==> config.mk <==
export PLATFORM = sky130hd
export DESIGN_NAME = pingpong_sink_flat
export DESIGN_NICKNAME = d
export VERILOG_FILES = /design/src/rtl/pingpong_sink_if.sv /design/src/rtl/pingpong_sink.sv /design/src/flat_wrapper.sv
export SDC_FILE = /design/constraint.sdc
export NUM_CORES = 1
export LEC_CHECK = 0
export BUFFER_PORTS_ARGS = -buffer_cell sky130_fd_sc_hd__buf_4
export CORE_MARGIN = 3
export CORE_UTILIZATION = 50
export CTS_BUF_LIST = sky130_fd_sc_hd__clkbuf_4
export DETAILED_ROUTE_END_ITERATION = 10
export GPL_TIMING_DRIVEN = 0
export PLACE_DENSITY = 0.78
export SETUP_SLACK_MARGIN = 0.15
export SLEW_MARGIN = 15
export SYNTH_ARGS = -nofsm -noshare
export SYNTH_HDL_FRONTEND = slang
export SYNTH_SLANG_ARGS = --single-unit
==> constraint.sdc <==
create_clock -name clk -period 1.9 [get_ports clk]
set_clock_uncertainty 0.1 [all_clocks]
set_input_delay 0.095 -clock clk [delete_from_list [all_inputs] [get_ports clk]]
set_output_delay 0.095 -clock clk [all_outputs]
set_load 0.01 [all_outputs]
==> src/rtl/pingpong_sink_if.sv <==
// Valid/ready beat channel between an upstream source and the pingpong sink.
interface pingpong_sink_if #(
    parameter int DATA_WD = 8
) ();
    logic               valid_in;
    logic [DATA_WD-1:0] data_in;
    logic               ready_out;

    modport master (output valid_in, output data_in, input ready_out);
    modport slave  (input valid_in, input data_in, output ready_out);
endinterface

==> src/rtl/pingpong_sink.sv <==
// Sequence-checking sink: accepts incrementing beats under programmable backpressure,
// counts accepted beats and mismatches, and captures the first mismatch.
module pingpong_sink #(
    parameter int          DATA_WD   = 8,
    parameter int          CNT_WD    = 16,
    parameter logic [15:0] LFSR_SEED = 16'hACE1
) (
    input  logic               clk,
    input  logic               rstn,
    input  logic               en,
    input  logic [1:0]         bp_mode,
    input  logic               clr,
    pingpong_sink_if.slave     bus,
    output logic [CNT_WD-1:0]  rx_cnt,
    output logic [CNT_WD-1:0]  err_cnt,
    output logic               err,
    output logic               first_err_vld,
    output logic [DATA_WD-1:0] first_err_exp,
    output logic [DATA_WD-1:0] first_err_got
);

    // An all-zero seed would lock the LFSR, so it is promoted to 1.
    localparam logic [15:0] SEED = (LFSR_SEED == 16'h0000) ? 16'h0001 : LFSR_SEED;

    localparam logic [1:0] MODE_ALWAYS = 2'd0;
    localparam logic [1:0] MODE_ALT    = 2'd1;
    localparam logic [1:0] MODE_LFSR   = 2'd2;
    localparam logic [1:0] MODE_NEVER  = 2'd3;

    function automatic logic [CNT_WD-1:0] sat_inc(input logic [CNT_WD-1:0] v);
        return (&v) ? v : v + CNT_WD'(1);
    endfunction

    logic               ready_q;
    logic               ready_nxt;
    logic [15:0]        lfsr_q;
    logic               lfsr_fb;
    logic [DATA_WD-1:0] exp_q;
    logic               fire_p0;
    logic               mismatch_p0;

    assign bus.ready_out = ready_q;
    assign fire_p0       = bus.valid_in & ready_q;
    // A beat that arrives together with clr is neither counted nor checked.
    assign mismatch_p0   = fire_p0 & ~clr & (bus.data_in != exp_q);
    assign lfsr_fb       = lfsr_q[0] ^ lfsr_q[2] ^ lfsr_q[3] ^ lfsr_q[5];

    always_comb begin
        ready_nxt = 1'b0;
        if (en) begin
            case (bp_mode)
                MODE_ALWAYS: ready_nxt = 1'b1;
                MODE_ALT:    ready_nxt = ~ready_q;
                MODE_LFSR:   ready_nxt = lfsr_q[0];
                MODE_NEVER:  ready_nxt = 1'b0;
            endcase
        end
    end

    // Stage p0 -> p1: handshake state, expected-value tracking
    always_ff @(posedge clk or negedge rstn) begin
        if (!rstn) begin
            ready_q <= 1'b0;
            lfsr_q  <= SEED;
            exp_q   <= '0;
        end else begin
            ready_q <= ready_nxt;
            lfsr_q  <= {lfsr_fb, lfsr_q[15:1]};
            if (fire_p0) begin
                exp_q <= bus.data_in + DATA_WD'(1);
            end
        end
    end

    // Stage p0 -> p1: statistics
    always_ff @(posedge clk or negedge rstn) begin
        if (!rstn) begin
            rx_cnt  <= '0;
            err_cnt <= '0;
            err     <= 1'b0;
        end else if (clr) begin
            rx_cnt  <= '0;
            err_cnt <= '0;
            err     <= 1'b0;
        end else begin
            if (fire_p0) begin
                rx_cnt <= sat_inc(rx_cnt);
            end
            if (mismatch_p0) begin
                err_cnt <= sat_inc(err_cnt);
                err     <= 1'b1;
            end
        end
    end

    // Stage p0 -> p1: first-mismatch capture
    always_ff @(posedge clk or negedge rstn) begin
        if (!rstn) begin
            first_err_vld <= 1'b0;
            first_err_exp <= '0;
            first_err_got <= '0;
        end else if (clr) begin
            first_err_vld <= 1'b0;
            first_err_exp <= '0;
            first_err_got <= '0;
        end else if (mismatch_p0 && !first_err_vld) begin
            first_err_vld <= 1'b1;
            first_err_exp <= exp_q;
            first_err_got <= bus.data_in;
        end
    end

endmodule
==> src/flat_wrapper.sv <==
// flat-port wrapper written by rule: the top's interface ports become plain ports
module pingpong_sink_flat 
#(
    parameter int          DATA_WD   = 8,
    parameter int          CNT_WD    = 16,
    parameter logic [15:0] LFSR_SEED = 16'hACE1
)
  (clk, rstn, en, bp_mode, clr, rx_cnt, err_cnt, err, first_err_vld, first_err_exp, first_err_got, bus_valid_in, bus_data_in, bus_ready_out);
  pingpong_sink_if #(.DATA_WD(DATA_WD)) bus_i ();
  input  logic clk;
  input  logic rstn;
  input  logic en;
  input  logic [1:0] bp_mode;
  input  logic clr;
  output logic [CNT_WD-1:0] rx_cnt;
  output logic [CNT_WD-1:0] err_cnt;
  output logic err;
  output logic first_err_vld;
  output logic [DATA_WD-1:0] first_err_exp;
  output logic [DATA_WD-1:0] first_err_got;
  input wire logic [$bits(bus_i.valid_in)-1:0] bus_valid_in;
  input wire logic [$bits(bus_i.data_in)-1:0] bus_data_in;
  output wire logic [$bits(bus_i.ready_out)-1:0] bus_ready_out;
  assign bus_i.valid_in = bus_valid_in;
  assign bus_i.data_in = bus_data_in;
  assign bus_ready_out = bus_i.ready_out;
  pingpong_sink #(.DATA_WD(DATA_WD), .CNT_WD(CNT_WD), .LFSR_SEED(LFSR_SEED)) u_core (.clk(clk), .rstn(rstn), .en(en), .bp_mode(bp_mode), .clr(clr), .bus(bus_i), .rx_cnt(rx_cnt), .err_cnt(err_cnt), .err(err), .first_err_vld(first_err_vld), .first_err_exp(first_err_exp), .first_err_got(first_err_got));
endmodule
==> results of run 1 <==
worst register-to-register path, stage by stage (launching register included):
cell and delay, ns:
dfrtp_1 0.46, xnor2_2 0.16, nand4_1 0.15, buf_6 0.14
o21ai_4 0.08, buf_6 0.15, or4_1 0.52, a21oi_1 0.21
layout by cell type, fill, tap and decap left out, types with 5 or more instances in the layout:
cell type	synthesis	final
xnor2_1	19	14
nand2_1	26	25
nor2_1	16	15
dlygate4sd3_1	0	13
dfstp_2	8	8
nand3_1	15	13
or3_1	5	5
a21oi_1	14	12
clkbuf_1	7	5
o21ai_0	13	11
or4_1	7	5
xnor2_2	0	5
nor3_1	7	6
dfrtp_1	67	57
xor2_1	9	9
buf_4	0	108
mux2_4	0	16
dfrtp_2	0	10
clkbuf_4	0	9
buf_6	2	12
nand4_1	8	8
nor2b_1	19	18
through the flow:
step / instance area [sq um] / TNS [ns]
3_5_place_dp: 4170 / -2.63
5_1_grt: 5280 / -4.42
2_1_floorplan: 3570 / 0
4_1_cts: 4880 / -0.0221
6_report: 5280 / -2.56
3_3_place_gp: 4170 / -2.25
repair_timing:
item / in CTS / in global routing
gates cloned: 2 / 2
endpoints found under the setup margin: 52 / 49
pin swaps: 15 / 14
hold buffers: 13 / 0
gates resized for setup: 42 / 37
hold endpoints to repair: 84 / 0
buffers inserted: 35 / 20
layout make-up:
class / instances / area [sq um] / share of cell area (%)
Clock inverter: 7 / 45.0 / 0.853
Tap cell: 93 / 116 / 2.20
Inverter: 4 / 15.0 / 0.284
Timing Repair Buffer: 135 / 1140 / 21.5
Clock buffer: 9 / 67.6 / 1.28
Multi-Input combinational cell: 226 / 1880 / 35.6
Buffer: 13 / 118 / 2.23
Sequential cell: 75 / 1900 / 36.0
where the power goes:
group / total (mW) / leakage [nW] / internal [mW] / switching [mW]
Clock: 0.884 / 0.0554 / 0.261 / 0.623
Sequential: 1.71 / 0.984 / 1.65 / 0.0566
Combinational: 0.501 / 1.43 / 0.253 / 0.248
Total: 3.09 / 2.47 / 2.17 / 0.927
per-layer routing:
metal  wire (um)  track usage [%]
met1        4510             33.7
met2        5550             39.5
met3         644             4.24
met4         426             11.8
met5           0                0
cells by family after synthesis:
group | count (synthesis) | synth area share [%]
mux | 19 | 6.06
fa+ha+maj | 3 | 1.08
xor+xnor | 28 | 7.03
compound gates | 51 | 9.28
buf+inv | 17 | 2.40
simple gates | 124 | 20.1
flops | 75 | 54.1
registers in the layout, indices dropped and copies added, names as in the netlist:
name and cells:
u_core.bus.ready_out 1, u_core.err_cnt 16, u_core.rx_cnt 16, u_core.first_err_vld 1
u_core.first_err_got 8, u_core.first_err_exp 8, u_core.lfsr_q 16, u_core.err 1
u_core.exp_q 8
worst paths after layout:
path	startpoint	to	depth (start not counted)
worst min register to register	u_core.lfsr_q[6]	u_core.lfsr_q[5]	0
max in group asynchronous	rstn	u_core.err_cnt[2]	2
worst max-delay path	u_core.exp_q[1]	u_core.err_cnt[9]	7
min in group asynchronous	rstn	u_core.lfsr_q[12]	2
worst min-delay path	bus_valid_in	u_core.rx_cnt[3]	5
worst max register to register	u_core.exp_q[1]	u_core.err_cnt[9]	7
==> reports/qor.csv, run 1 <==
metric,value,unit
DP Wirelength,5.06,mm
Crit-path slowest cell,or4_1,
largest net degree at the start of global routing,76,
Crit. End Element,flip-flop,
I/O Buffers,64,
Leak,2.47,nW
crit path max fanout,5,
Cells after Synth,317,
Routed WL per cell,19.8,um
Max-cap violations,0,
Skew-Pair Late Insertion Delay,0.44,ns
Post-Route WL,11.1,mm
final hold vios,0,
top post-synthesis cells by area,"dfrtp_1, dfstp_2, mux2_1, xnor2_1, nor2b_1",
Final #Nets,482,
Worst Path Arrival,2.31,ns
placed cell count,474,
Worst VDD drop,0.392,mV
CTS Root Cell,clkbuf_4,
initial antenna violation count,0,
fin crit share,108,%
critical path type,flip-flop to flip-flop,
row cnt,29,
gr usage total,25.0,%
die area,0.00802,sq mm
post-synth top area share,48.0,%
Post-synth EDFFs,0,
"top cells by count, synth","dfrtp_1, nand2_1, nor2b_1, xnor2_1",
Power Density,586,mW/mm^2
num ports,66,
Rel. slew slack,37.7,%
Crit path buffers/inverters,2,
"count leader, synth",dfrtp_1,
Vias/cell,5.84,
gpl congestion,0.803,
share of cells above drive strength 1,46.9,%
CTS Sinks,75,
first-pass GRT wire length,15.0,mm
CTS tree,built,
Finished Layout Cells,562,
RSZ-0062 raised after global routing,yes,
Fin Hold WS,0.119,ns
post-route minimum period,2.05,ns
outcome,finished with violations,
area delta synth->final,51.2,%
drt drc,0,
Core Area,0.00657,sq mm
CTS max path bufs,2,
number of global-route vias before repair,2945,
Mean Syn Cell Area,11.0,sq um
Yosys top cell by area,dfrtp_1,
"Cell Chain, Critical Path",xnor2_2 -> nand4_1 -> buf_6 -> o21ai_4 -> buf_6 -> or4_1 -> a21oi_1,
CP top delay family,simple AND/OR/NAND/NOR gates,
"Top FF cell, synth",dfrtp_1,
CTS Buf Count,9,
Ant. Diodes,0,
Syn Nets,335,
register area share after synthesis,54.1,%
Synth cell types,48,
Startpoint Class,flip-flop,
die height,89.6,um
Synth Warn #,0,
failing checks,setup timing,
Congestion Overflow GR,0,
Tightest Hold Check Type,input port to flip-flop,
Die X,89.6,um
clock slew at reported path FFs,0.13,ns
power consumption,3.09,mW
first-pass detailed-route iteration total,7,
CP Data Required Time,2.15,ns
via count,3281,
final slew viol count,0,
Tightest Pin Transition,0.934,ns
"FFs w/ async S/R, synth",100,%
final setup fails,30,
Synth Cell Area,0.00349,sq mm
fmax,0.487,GHz
post-route setup slack,-0.154,ns
FILL cells,359,
Initial Utilization,53.2,%
max incr delay on CP,0.52,ns
fin util,80.4,%
cell mode on critical path,buf_6,
initial DRC count,210,
FF-to-FF setup slack,-0.15,ns
flip-flop and latch count after synthesis,75,
DP Worst Slack,-0.158,ns
Routed Antenna Nets,0,
CTS HTree Levels,3,
Note: power is estimated with default switching activity, not from simulation.
==> run 2, diff against run 1 <==
--- a/config.mk
+++ b/config.mk
@@ -11,7 +11,7 @@
 export CTS_BUF_LIST = sky130_fd_sc_hd__clkbuf_4
 export DETAILED_ROUTE_END_ITERATION = 10
 export GPL_TIMING_DRIVEN = 0
-export PLACE_DENSITY = 0.78
+export PLACE_DENSITY = 0.82
 export SETUP_SLACK_MARGIN = 0.15
 export SLEW_MARGIN = 15
 export SYNTH_ARGS = -nofsm -noshare
==> reports/qor.csv, run 2 (synthesis results as in run 1) <==
metric,value,unit,change
row cnt,29,,unchanged
number of global-route vias before repair,2882,,-2.1%
gpl congestion,0.820,,+2.1%
DP Worst Slack,-0.191,ns,-0.0322 ns
Routed WL per cell,17.3,um,-12%
final setup fails,28,,-6.7%
crit path max fanout,8,,+3
top flop regs,"u_core.err_cnt: 16 flops, u_core.lfsr_q: 16 flops, u_core.rx_cnt: 16 flops",,
die height,89.6,um,unchanged
post-route setup slack,-0.107,ns,+0.0469 ns
drt drc,0,,unchanged
num ports,66,,unchanged
Ant. Diodes,0,,unchanged
fin util,76.6,%,-3.8 points
CTS Buf Count,9,,unchanged
Startpoint Class,flip-flop,,
Tightest Pin Transition,0.924,ns,-0.00953 ns
placed cell count,474,,unchanged
CP Data Required Time,2.17,ns,+0.02 ns
Skew-Pair Late Insertion Delay,0.43,ns,about the same
Rel. slew slack,38.4,%,+0.64 points
Power Density,594,mW/mm^2,+1.3%
clock slew at reported path FFs,0.13,ns,about the same
CTS HTree Levels,3,,unchanged
failing checks,setup timing,,
largest net degree at the start of global routing,76,,unchanged
final slew viol count,0,,unchanged
"commonest non-fill, non-tap cell in the layout",buf_4,,
gr usage total,24.0,%,-1.1 points
Core Area,0.00657,sq mm,unchanged
"commonest non-fill, non-tap cells in the layout","buf_4, dfrtp_1, nand2_1, nor2b_1, mux2_4",,
share of cells above drive strength 1,47.0,%,+0.072 points
CTS Sinks,75,,unchanged
Die X,89.6,um,unchanged
outcome,finished with violations,,
CTS max path bufs,2,,unchanged
final hold vios,0,,unchanged
CTS tree,built,,
fmax,0.498,GHz,+2.3%
initial DRC count,259,,+23%
post-route minimum period,2.01,ns,-0.0469 ns
setup_tns,-1.39,ns,+1.17 ns
Leak,2.31,nW,-6.6%
Worst VDD drop,0.384,mV,-2.2%
Worst Path Arrival,2.27,ns,-0.04 ns
Congestion Overflow GR,0,,unchanged
Post-Route WL,9.36,mm,-16%
Crit. End Element,flip-flop,,
first-pass detailed-route iteration total,5,,-2
Tightest Hold Check Type,input port to flip-flop,,
Initial Utilization,53.2,%,unchanged
power consumption,2.99,mW,-3.5%
critical path type,flip-flop to flip-flop,,
fin crit share,106,%,-2.5 points
DP Wirelength,5.37,mm,+6.0%
Finished Layout Cells,540,,-3.9%
Routed Antenna Nets,0,,unchanged
first-pass GRT wire length,14.6,mm,-2.8%
RSZ-0062 raised after global routing,yes,,
CTS Root Cell,clkbuf_4,,
area delta synth->final,44.1,%,
Final #Nets,460,,-4.6%
Max-cap violations,0,,unchanged
I/O Buffers,64,,unchanged
initial antenna violation count,0,,unchanged
die area,0.00802,sq mm,unchanged
Vias/cell,5.64,,-3.3%
via count,3048,,-7.1%
FF-to-FF setup slack,-0.11,ns,+0.05 ns
## run 2: cell count changes in the layout (fill, tap and decap cells not counted), sizes merged
cell / delta
clkinvlp: +1
buf: -17
clkinv: -2
dlygate4sd3: -2
o2111ai: -1
clkbuf: -1
## run 2: final cells by class
type	count	area, sq um
inverters	4	15.0
well taps	93	116
fillers	393	1540
repair buffers	114	928
plain buffers	13	105
multi-input cells	225	1850
flip-flops and latches	75	1900
clock inverters	6	42.5
clock buffers	10	75.1
## run 2: final timing paths
| check | endpoint | cells past startpoint | from |
|---|---|---|---|
| max | u_core.err_cnt[7] | 7 | u_core.err_cnt[0] |
| min | u_core.exp_q[5] | 4 | bus_data_in[3] |
| max reg2reg | u_core.err_cnt[7] | 7 | u_core.err_cnt[0] |
| min reg2reg | u_core.lfsr_q[0] | 0 | u_core.lfsr_q[1] |
| max in group asynchronous | u_core.err_cnt[4] | 2 | rstn |
| min in group asynchronous | u_core.rx_cnt[2] | 2 | rstn |
## run 2: where the power goes
group / internal (mW) / switching, mW
combinational: 0.210 / 0.196
sequential: 1.65 / 0.0537
clock: 0.280 / 0.594
total: 2.14 / 0.843
## run 2: per-layer routing
metal	global-route usage (%)	vias to the layer above	share of wire, %
met2	38.1	120	49
met4	9.74	0	2.7
met1	32.9	1513	43
li1	-	1389	-
met5	0	-	0
met3	3.59	26	5.1
## run 2: worst max-delay path, stage by stage (launching register included)
cell	delay [ns]
dfrtp_1	0.42
ha_2	0.19
and3_4	0.19
nand4_1	0.19
nor2b_2	0.09
buf_6	0.15
or4_4	0.48
a21oi_2	0.12
## run 2: through the flow
step                      hold slack [ns]  instance area [sq um]
after floorplan                    -0.301                   3570
after global placement              0.197                   4170
after detailed placement            0.195                   4170
after CTS                         0.00261                   4760
after global routing               0.0199                   5030
final                              0.0219                   5030
## run 2: what timing repair did
item                                    4_1_cts  5_1_grt
buffers inserted                             22       15
resized for setup                            37       38
gates cloned                                  1        1
endpoints found under the setup margin       51       51
pin swaps                                     9       10
hold buffers                                 11        0
hold endpoints to repair                     84        0
